## src/rtl/ltssm_pkg.sv

```systemverilog
// Shared LTSSM definitions: timer interval codes, PIPE constants and the Detect substate encoding.
package ltssm_pkg;

  localparam logic [2:0] T12MS = 3'b001;
  localparam logic [2:0] T2MS  = 3'b100;
  localparam logic [2:0] T0MS  = 3'b000;

  localparam logic [2:0] RXSTAT_RX_PRESENT = 3'b011;
  localparam logic [1:0] PD_P1             = 2'b10;

  typedef enum logic [2:0] {
    IDLE,
    QUIET,
    ACT_REQ,
    ACT_WAIT,
    RETRY_WAIT,
    ACT2_REQ,
    ACT2_WAIT,
    DONE
  } det_state_t;

  // States that own the shared timer and therefore restart it on entry.
  function automatic logic isTimed(input det_state_t s);
    return (s == QUIET) || (s == ACT_WAIT) || (s == RETRY_WAIT) || (s == ACT2_WAIT);
  endfunction

  function automatic logic [2:0] intervalCode(input det_state_t s);
    case (s)
      QUIET, RETRY_WAIT:   return T12MS;
      ACT_WAIT, ACT2_WAIT: return T2MS;
      default:             return T0MS;
    endcase
  endfunction

endpackage

```

## src/rtl/detect_mask_capture.sv

```systemverilog
// Per-lane receiver-present decode, first-attempt mask capture and the all/none/match flags used
// by the Detect FSM. Also holds the DetectedLanes result register.
module detect_mask_capture
  import ltssm_pkg::*;
#(
  parameter int LANES = 4
) (
  input  logic               Pclk,
  input  logic               Reset,
  input  logic [3*LANES-1:0] RxStatus,
  input  logic               CaptureFirst,
  input  logic               LoadDetected,
  output logic               MaskAll,
  output logic               MaskNone,
  output logic               MaskMatch,
  output logic [LANES-1:0]   DetectedLanes
);

  logic [LANES-1:0] liveMask;
  logic [LANES-1:0] firstMask;

  always_comb begin
    liveMask = '0;
    for (int i = 0; i < LANES; i++) begin
      liveMask[i] = (RxStatus[3*i +: 3] == RXSTAT_RX_PRESENT);
    end
  end

  // The live mask is only meaningful in the PhyStatus cycle, so it is latched there for the retry compare.
  always_ff @(posedge Pclk) begin
    if (!Reset) begin
      firstMask     <= '0;
      DetectedLanes <= '0;
    end else begin
      if (CaptureFirst) begin
        firstMask <= liveMask;
      end
      if (LoadDetected) begin
        DetectedLanes <= liveMask;
      end
    end
  end

  assign MaskAll   = &liveMask;
  assign MaskNone  = ~|liveMask;
  assign MaskMatch = (liveMask == firstMask);

endmodule

```

## src/rtl/detect_substate_fsm.sv

```systemverilog
// LTSSM Detect.Quiet / Detect.Active controller driving the PIPE receiver-detect handshake and the
// shared timer. Optional attempt counter enabled by defining DETECT_ATTEMPT_CNT_EN.
module detect_substate_fsm
  import ltssm_pkg::*;
#(
  parameter int LANES          = 4,
  parameter int DET_CODE_WIDTH = 3
) (
  input  logic                      Pclk,
  input  logic                      Reset,
  input  logic                      DetectEn,
  input  logic                      TimeOut,
  output logic                      TimerStart,
  output logic [DET_CODE_WIDTH-1:0] TimerIntervalCode,
  output logic                      TimerEnable,
  input  logic                      PhyStatus,
  input  logic [3*LANES-1:0]        RxStatus,
  input  logic [LANES-1:0]          RxElecIdle,
  output logic                      TxDetectRx,
  output logic [1:0]                PowerDown,
  output logic                      DetectDone,
  output logic [LANES-1:0]          DetectedLanes
`ifdef DETECT_ATTEMPT_CNT_EN
  ,
  output logic [7:0]                DetectAttempts,
  output logic                      DetectStuck
`endif
);

  det_state_t state;
  det_state_t stateNext;
  logic       timerStartQ;
  logic       idleLowQ;
  logic       idleLow;
  logic       timeoutQual;
  logic       captureFirst;
  logic       loadDetected;
  logic       maskAll;
  logic       maskNone;
  logic       maskMatch;

  assign idleLow     = ~&RxElecIdle;
  // The timer still shows the previous interval's TimeOut during the restart pulse.
  assign timeoutQual = TimeOut & ~timerStartQ;

  detect_mask_capture #(
    .LANES(LANES)
  ) u_mask (
    .Pclk         (Pclk),
    .Reset        (Reset),
    .RxStatus     (RxStatus),
    .CaptureFirst (captureFirst),
    .LoadDetected (loadDetected),
    .MaskAll      (maskAll),
    .MaskNone     (maskNone),
    .MaskMatch    (maskMatch),
    .DetectedLanes(DetectedLanes)
  );

  always_ff @(posedge Pclk) begin
    if (!Reset) begin
      state       <= IDLE;
      timerStartQ <= 1'b0;
      idleLowQ    <= 1'b0;
    end else begin
      state       <= stateNext;
      timerStartQ <= (stateNext != state) && isTimed(stateNext);
      idleLowQ    <= (state == QUIET) && idleLow;
    end
  end

  always_comb begin
    stateNext = state;
    if (!DetectEn) begin
      stateNext = IDLE;
    end else begin
      case (state)
        IDLE:       stateNext = QUIET;
        QUIET: begin
          if (timeoutQual || (idleLow && idleLowQ)) begin
            stateNext = ACT_REQ;
          end
        end
        ACT_REQ:    stateNext = ACT_WAIT;
        // PhyStatus is tested first so a same-cycle guard expiry loses to a real result.
        ACT_WAIT: begin
          if (PhyStatus) begin
            if (maskAll) begin
              stateNext = DONE;
            end else if (maskNone) begin
              stateNext = QUIET;
            end else begin
              stateNext = RETRY_WAIT;
            end
          end else if (timeoutQual) begin
            stateNext = QUIET;
          end
        end
        RETRY_WAIT: begin
          if (timeoutQual) begin
            stateNext = ACT2_REQ;
          end
        end
        ACT2_REQ:   stateNext = ACT2_WAIT;
        ACT2_WAIT: begin
          if (PhyStatus) begin
            stateNext = (maskMatch && !maskNone) ? DONE : QUIET;
          end else if (timeoutQual) begin
            stateNext = QUIET;
          end
        end
        DONE:       stateNext = IDLE;
        default:    stateNext = IDLE;
      endcase
    end
  end

  always_comb begin
    captureFirst      = (state == ACT_WAIT) && PhyStatus && DetectEn;
    loadDetected      = (stateNext == DONE);
    TimerStart        = timerStartQ;
    TimerIntervalCode = DET_CODE_WIDTH'(intervalCode(state));
    TimerEnable       = isTimed(state);
    TxDetectRx        = (state == ACT_REQ) || (state == ACT_WAIT) ||
                        (state == ACT2_REQ) || (state == ACT2_WAIT);
    PowerDown         = PD_P1;
    DetectDone        = (state == DONE) && DetectEn;
  end

`ifdef DETECT_ATTEMPT_CNT_EN
  logic [7:0] attemptCnt;

  // Restarted at each fresh Detect entry; saturates so a stuck link stays visible.
  always_ff @(posedge Pclk) begin
    if (!Reset) begin
      attemptCnt <= '0;
    end else if ((state == IDLE) && (stateNext == QUIET)) begin
      attemptCnt <= '0;
    end else if ((stateNext != state) && ((stateNext == ACT_REQ) || (stateNext == ACT2_REQ)) &&
                 (attemptCnt != 8'hFF)) begin
      attemptCnt <= attemptCnt + 8'd1;
    end
  end

  assign DetectAttempts = attemptCnt;
  assign DetectStuck    = (attemptCnt == 8'hFF);
`endif

endmodule

```

## config.mk

```make
export PLATFORM = sky130hd
export DESIGN_NAME = detect_substate_fsm
export DESIGN_NICKNAME = d
export VERILOG_FILES = /design/src/rtl/ltssm_pkg.sv /design/src/rtl/detect_mask_capture.sv /design/src/rtl/detect_substate_fsm.sv
export SDC_FILE = /design/constraint.sdc
export NUM_CORES = 1
export LEC_CHECK = 0
export ABC_AREA = 0
export CAP_MARGIN = 25
export CORE_ASPECT_RATIO = 1.25
export CORE_UTILIZATION = 35
export DETAILED_ROUTE_END_ITERATION = 10
export PLACE_DENSITY = 0.7
export SYNTH_ARGS = -nofsm -noshare
export SYNTH_HDL_FRONTEND = slang
export SYNTH_HIERARCHICAL = 1
export SYNTH_SLANG_ARGS = --single-unit
```

## constraint.sdc

```tcl
create_clock -name Pclk -period 8.4 [get_ports Pclk]
set_input_delay 1.26 -clock Pclk [delete_from_list [all_inputs] [get_ports Pclk]]
set_output_delay 1.26 -clock Pclk [all_outputs]
set_load 0.1 [all_outputs]
```

Yosys cells after proc, flatten, opt, wreduce, memory -nomap -nowiden
Index checks and enable logic that the tools add are counted.

word-level totals
  register bits after elaboration = 13
  bits of input ports = 21
  output and inout port bits = 13
  logic and storage cells = 60

operators by class
  reductions and logical operators = 24
  equal/unequal tests = 18
  multiplexer cells = 11
  bitwise gates (word level) = 2

operator list
  kind                  number
  $mux W3               9
  $pmux W3 S8           1
  $eq A3 B2 Y1 const B  7
  $eq A3 B3 Y1 const B  7
  $logic_or A1 B1 Y1    10
  $reduce_and A4 Y1     2
  $logic_and A1 B1 Y1   7
  $eq A3 B1 Y1 const B  2
  $pmux W3 S2           1
  $eq A4 B4 Y1          1
  $reduce_or A2 Y1      2
  $reduce_or A4 Y1      1
  $logic_not A3 Y1      1
  $ne A3 B3 Y1          1
  $and A1 B1 Y1         1
  $logic_not A1 Y1      1
  $not A1 Y1            1

Logic depth before layout (Yosys ltp)
Gate-level depths: netlist of the first run.

  word-level depth = 12
  depth in mapped cells = 13
  gate-level depth less buffers = 11

Cells and area by module
The synthesis of the first run kept the hierarchy.

by module, submodules not included
  module               area an instance (um^2)  cells an instance  times used  sequential area each (um^2)
  detect_substate_fsm  539.3                    70                 1           100.1
  detect_mask_capture  427.9                    41                 1           160.2

Worst setup path after synthesis of the first run
No wires, ideal clock.

  kind = flip-flop to output port
  start = register state[2]
  end = output port TimerIntervalCode[0]
  required time = 7.140 ns
  path slack = 3.738 ns
  cell stages (with the launch flop) = 4
  arrival time = 3.402 ns
  buffers on the path = 1
  cells stage by stage = dfxtp_1 -> buf_6 -> xor2_1 -> nor2b_1

between the ends
  longest elaborated chain between the ends = 3
  elaborated cells between the ends (all ways) = 7
  those cells by class = 4 x eq/ne; 1 x mux; 2 x reduce/logical

ends and longest elaborated chain
  item                                  line                       text
  start, declared                       detect_substate_fsm.sv:30  det_state_t state;
  start signal, assigned                detect_substate_fsm.sv:66  state <= stateNext;
  $eq A3 B2 Y1 (tied with other cells)  ltssm_pkg.sv:28            case (s)
  $reduce_or A2 Y1                      ltssm_pkg.sv:28
  $pmux W3 S2 *                         ltssm_pkg.sv:28
  end, declared                         detect_substate_fsm.sv:14  output logic [DET_CODE_WIDTH-1:0] TimerIntervalCode,

Every way passes the cells marked *; elsewhere a longest branch is shown, timed or not.

Worst setup path in the final report of the first run
  start = input port DetectEn
  end = output port DetectDone

between the ends
  longest elaborated chain between the ends = 1

ends and longest elaborated chain
  item                 line                        text
  start, declared      detect_substate_fsm.sv:11   input logic DetectEn,
  $logic_and A1 B1 Y1  detect_substate_fsm.sv:127  DetectDone = (state == DONE) && DetectEn;
  end, declared        detect_substate_fsm.sv:21   output logic DetectDone,

No other way between the ends.

==> flow_summary.json, run 1 <==
{
  "slew_viol_final": 0,
  "drive_above_1_share_pct": 11.3,
  "grt_usage_pct": 13.8,
  "cp_data_required_time_ns": 7.14,
  "drv_cap": 0,
  "grt_pass1_wl_um": 3230,
  "synth.avg_cell_area_um2": 8.71,
  "nets": 155,
  "critPathMaxStageDelay_ns": 1.13,
  "io_buffers": 30,
  "synth.distinct_cells": 46,
  "critPathCapture": "DetectDone",
  "ys_ff_latch": 13,
  "synth_warnings": 6,
  "cts-resized-gates": 0,
  "relSlewSlack_pct": 35.2,
  "powerDensity_nw_per_um2": 111,
  "synthCells": 111,
  "start_util_pct": 38.3,
  "path_clk_slew_ns": 0.08,
  "yosysMostFrequentCell": "dfxtp_1",
  "cp_slowest_cell": "clkdlybuf4s50_1",
  "critPathMaxFanout": 8,
  "seq_area_um2": 260,
  "ir_drop_mv": 0.0607,
  "drt_first_pass_iters": 4,
  "yosys.area.top_type": "dfxtp_1",
  "antenna_found_initial": 0,
  "multiInputGateArea_um2": 612,
  "final_hold_viol_count": 0,
  "root_buffer": "clkbuf_4",
  "drc": 0,
  "cts_hold_buf": 0,
  "io_pins": 34,
  "detail-route-antenna-nets": 0,
  "r2r_slack_ns": 5.65,
  "cts_sinks": 13,
  "grt_pass1_vias": 776,
  "post-route-period-util_pct": 53.8,
  "outcome": "completed",
  "core_um2": 2530,
  "cp_cell_sequence": "clkdlybuf4s50_1 > nand3_1 > nor2_1 > clkdlybuf4s50_1",
  "rows": 20,
  "cts_tree": "built",
  "postCtsSetupRepairBufs": 0,
  "numCtsBuffers": 3,
  "async_flop_share_pct": 0,
  "grt_max_degree": 19,
  "clockBufferDepth": 2,
  "ff2ff_path_depth": 9,
  "drt_wl_total_um": 1920,
  "drtIter0Drc": 19,
  "place_area_um2": 1230,
  "nFillCells": 251,
  "hpwl_um": 1500,
  "r2r-end": "u_mask/DetectedLanes[3]",
  "finalClockSkew_ns": 0.00733,
  "endpoint_kind": "output pin",
  "p_leak_nw": 0.434,
  "detail_route.wl_per_cell_um": 11.6,
  "design_area_um2": 1250,
  "setup_viol": 0,
  "startpoint": "DetectEn",
  "gp_congestion": 0.869,
  "crit_top_cell": "clkdlybuf4s50_1",
  "viasPerCell": 5.12,
  "grt-ovfl-total": 0,
  "rsz0062_at_grt": "false",
  "hold_class": "register to register",
  "synth_area_um2": 967,
  "fin_crit_ns": 4.52,
  "cp-start-kind": "primary input",
  "synth_edf_count": 0,
  "clock_latency_ns": 0.27,
  "htreeDepth": 1,
  "synth_common_cells": "dfxtp_1, nor2b_1, mux2i_1, nand2_1, clkbuf_1",
  "synth_top_area_share_pct": 26.9,
  "die_x_um": 49.0,
  "r2r-start": "u_mask/firstMask[3]",
  "dominantRegCellSynth": "dfxtp_1",
  "syn2layout_area_growth_pct": 29.6,
  "num_vias": 850,
  "die_area_um2": 2980,
  "die_h_um": 60.8,
  "tightest_slew_ns": 0.969,
  "yosys-top-cells-area": "dfxtp_1, mux2i_1, nor2b_1",
  "crit_type": "primary input to output pin",
  "num_antenna_cells": 0,
  "arrival_ns": 3.26,
  "max_freq_mhz": 221,
  "seq_area_frac_synth_pct": 26.9,
  "setup_tns_ns": 0
}
metal layers:
layer	wire (um)	vias up	track usage, %
met5	0	-	0
met4	0	0	2.52
met3	116	0	2.76
met2	973	34	26.6
met1	834	385	16.1
li1	-	431	-
cells by family after synthesis:
family | Yosys count | share of synthesized area [%]
simple gates | 44 | 29.1
compound gates | 22 | 18.5
buf+inv | 16 | 10.2
flops | 13 | 26.9
mux | 8 | 8.28
xor+xnor | 6 | 6.21
other cells | 2 | 0.776
through the flow:
step / hold slack (ns) / total power, W / worst slack, ns / std cells / utilization, %
finish: 0.527 / 0.000139 / 3.88 / 166 / 49.6
global route: 0.554 / 0.000148 / 3.82 / 166 / 49.6
floorplan: 0.503 / 0.0000922 / 3.74 / 112 / -
detailed placement: 0.509 / 0.000104 / 3.91 / 162 / 48.6
CTS: 0.533 / 0.000142 / 3.90 / 166 / 49.6
global placement: 0.509 / 0.000104 / 3.92 / 162 / 48.6
where the power goes:
part | internal (W) | switching [W]
logic | 0.0000159 | 0.0000224
registers | 0.0000624 | 0.00000167
clock network | 0.0000184 | 0.0000188
total | 0.0000966 | 0.0000428
cell type report:
class	count	area share, %
sequential	13	20.8
clock buffer	4	2.10
tap	33	3.29
multi-input combinational	83	48.8
timing repair buffer	30	24.0
inverter	3	1.10
worst min path at each step:
stage / startpoint / endpoint / slack [ns] / cells after the start
detailed placement: u_mask/DetectedLanes[2] / u_mask/DetectedLanes[2] / 0.51 / 2
finish: u_mask/DetectedLanes[2] / u_mask/DetectedLanes[2] / 0.53 / 2
CTS: u_mask/DetectedLanes[2] / u_mask/DetectedLanes[2] / 0.53 / 2
floorplan: u_mask/firstMask[0] / u_mask/firstMask[0] / 0.50 / 2
global route: u_mask/DetectedLanes[2] / u_mask/DetectedLanes[2] / 0.55 / 2
global placement: u_mask/DetectedLanes[2] / u_mask/DetectedLanes[2] / 0.51 / 2
cell usage in the layout, fill, tap and decap left out, types with 3 or more instances in the layout:
master           instances
a21oi_1                  4
clkdlybuf4s50_1         30
clkbuf_4                 3
nor2_1                   3
nor3b_1                  4
conb_1                   3
dfxtp_1                 13
and3b_1                  4
mux2i_1                  8
nor2b_1                  9
nand2_1                  8
xor2_1                   4
nand3_1                  4
worst max-delay path, delay by kind of cell:
family        cells  cell delay (ns)
buf+inv           2             1.73
simple gates      2             0.26
flip-flops by register name, summed over array words and instances (netlist names):
name and cells:
u_mask/DetectedLanes 4, u_mask/firstMask 4, state 3, TimerStart 1, idleLowQ 1
Power figures use the tool's default switching activity.
==> run 2, diff against run 1 <==
==> constraint.sdc (replaced) <==
create_clock -name Pclk -period 4.2 [get_ports Pclk]
set_input_delay 0.63 -clock Pclk [delete_from_list [all_inputs] [get_ports Pclk]]
set_output_delay 0.63 -clock Pclk [all_outputs]
set_load 0.1 [all_outputs]
==> flow_summary.json, run 2 (synthesis results as in run 1) <==
{
  "grt_usage_pct": 15.2,
  "num_vias": 855,
  "holdWs_ns": 0.542,
  "io_pins": 34,
  "drt_wl_total_um": 2050,
  "clock_latency_ns": 0.27,
  "drive_above_1_share_pct": 12.0,
  "root_buffer": "clkbuf_4",
  "whs_path_depth": 2,
  "startpoint": "RxStatus[11]",
  "drtIter0Drc": 9,
  "numCtsBuffers": 3,
  "final_hold_viol_count": 0,
  "hold_class": "register to register",
  "cp-start-kind": "primary input",
  "drt_first_pass_iters": 4,
  "io_buffers": 30,
  "cp_data_required_time_ns": 4.37,
  "relSlewSlack_pct": 34.5,
  "core_um2": 2530,
  "ff2ff_path_depth": 9,
  "nets": 155,
  "rsz0062_at_grt": "false",
  "arrival_ns": 3.55,
  "detail-route-antenna-nets": 0,
  "grt_pass1_wl_um": 3570,
  "slew_viol_final": 0,
  "gp_congestion": 0.848,
  "drc": 0,
  "final_common_cell": "clkdlybuf4s50_1",
  "setup_tns_ns": 0,
  "r2r-end": "u_mask/DetectedLanes[1]",
  "rows": 20,
  "start_util_pct": 38.3,
  "finalClockSkew_ns": 0.00486,
  "die_x_um": 49.0,
  "endpoint_kind": "register",
  "critPathMaxFanout": 5,
  "reg_top3": "u_mask/DetectedLanes (4), u_mask/firstMask (4), state (3)",
  "die_h_um": 60.8,
  "ir_drop_mv": 0.165,
  "outcome": "completed",
  "final_cell_count_no_fill": 166,
  "clockBufferDepth": 2,
  "critPathCapture": "u_mask/DetectedLanes[1]",
  "cts_hold_buf": 0,
  "die_area_um2": 2980,
  "grt_pass1_vias": 863,
  "crit_type": "primary input to register",
  "p_leak_nw": 0.436,
  "r2r_slack_ns": 1.51,
  "detail_route.wl_per_cell_um": 12.4,
  "powerDensity_nw_per_um2": 225,
  "syn2layout_area_growth_pct": 29.4,
  "hpwl_um": 1600,
  "tightest_slew_ns": 0.979,
  "cts_sinks": 13,
  "setup_viol": 0,
  "drv_cap": 0,
  "mostFrequentLayoutCells": "clkdlybuf4s50_1, dfxtp_1, nor2b_1",
  "path_clk_slew_ns": 0.08,
  "r2r-start": "u_mask/firstMask[3]",
  "cts-resized-gates": 0,
  "fin_crit_ns": 3.38,
  "postCtsSetupRepairBufs": 0,
  "max_freq_mhz": 296,
  "num_antenna_cells": 0,
  "grt-ovfl-total": 0,
  "grt_max_degree": 19,
  "htreeDepth": 1,
  "final_util_pct": 49.5,
  "post-route-period-util_pct": 80.4,
  "viasPerCell": 5.15,
  "dp.cells": 162,
  "cts_tree": "built",
  "antenna_found_initial": 0
}
==> run 2: cell types whose count changed in the layout (fill, tap and decap cells not counted), sizes merged <==
cell | before | now
clkdlybuf4s50 | 30 | 29
buf | 0 | 1
==> run 2: metrics by stage <==
stage / total power (W) / setup slack, ns / instance area (um^2)
after detailed placement: 0.000208 / 0.512 / 1220
after global placement: 0.000208 / 0.563 / 1220
final: 0.000281 / 0.821 / 1250
after floorplan: 0.000184 / 0.168 / 971
after global routing: 0.000298 / 0.528 / 1250
after CTS: 0.000287 / 0.809 / 1250
==> run 2: layout make-up <==
| cell class | count | area, um^2 |
|---|---|---|
| multi-input cells | 83 | 612 |
| inverters | 3 | 13.8 |
| clock buffers | 4 | 26.3 |
| fillers | 251 | 1280 |
| flip-flops and latches | 13 | 260 |
| well taps | 33 | 41.3 |
| repair buffers | 30 | 298 |
==> run 2: how the worst min path moves through the flow <==
stage,start,to,slack [ns]
floorplan,u_mask/firstMask[0],u_mask/firstMask[0],0.50
global placement,u_mask/DetectedLanes[2],u_mask/DetectedLanes[2],0.52
detailed placement,u_mask/DetectedLanes[1],u_mask/DetectedLanes[1],0.52
CTS,u_mask/firstMask[2],u_mask/firstMask[2],0.54
global route,u_mask/firstMask[1],u_mask/firstMask[1],0.57
finish,u_mask/firstMask[2],u_mask/firstMask[2],0.54
==> run 2: worst max-delay path: stages <==
cell             delay [ns]
clkdlybuf4s50_1        0.45
and3b_1                0.24
xor2_2                 0.17
nor4_2                 0.24
or3b_1                 0.38
nand3_1                0.15
nand2_4                0.08
a211oi_4               0.26
nor3b_1                0.62
mux2i_1                0.27
nor2b_1                0.06
==> run 2: power by group <==
part	switching [W]	internal, W	leakage [nW]
Clock	0.0000395	0.0000367	0.0150
Combinational	0.0000453	0.0000318	0.316
Sequential	0.00000340	0.000125	0.105
Total	0.0000882	0.000193	0.436
==> run 2: per-layer routing <==
layer	up-vias	share of wire [%]	global-route usage, %
li1	425	-	-
met1	407	43	16.2
met2	23	51	30.4
met3	0	5.6	3.76
met4	0	0	3.36
met5	-	0	0
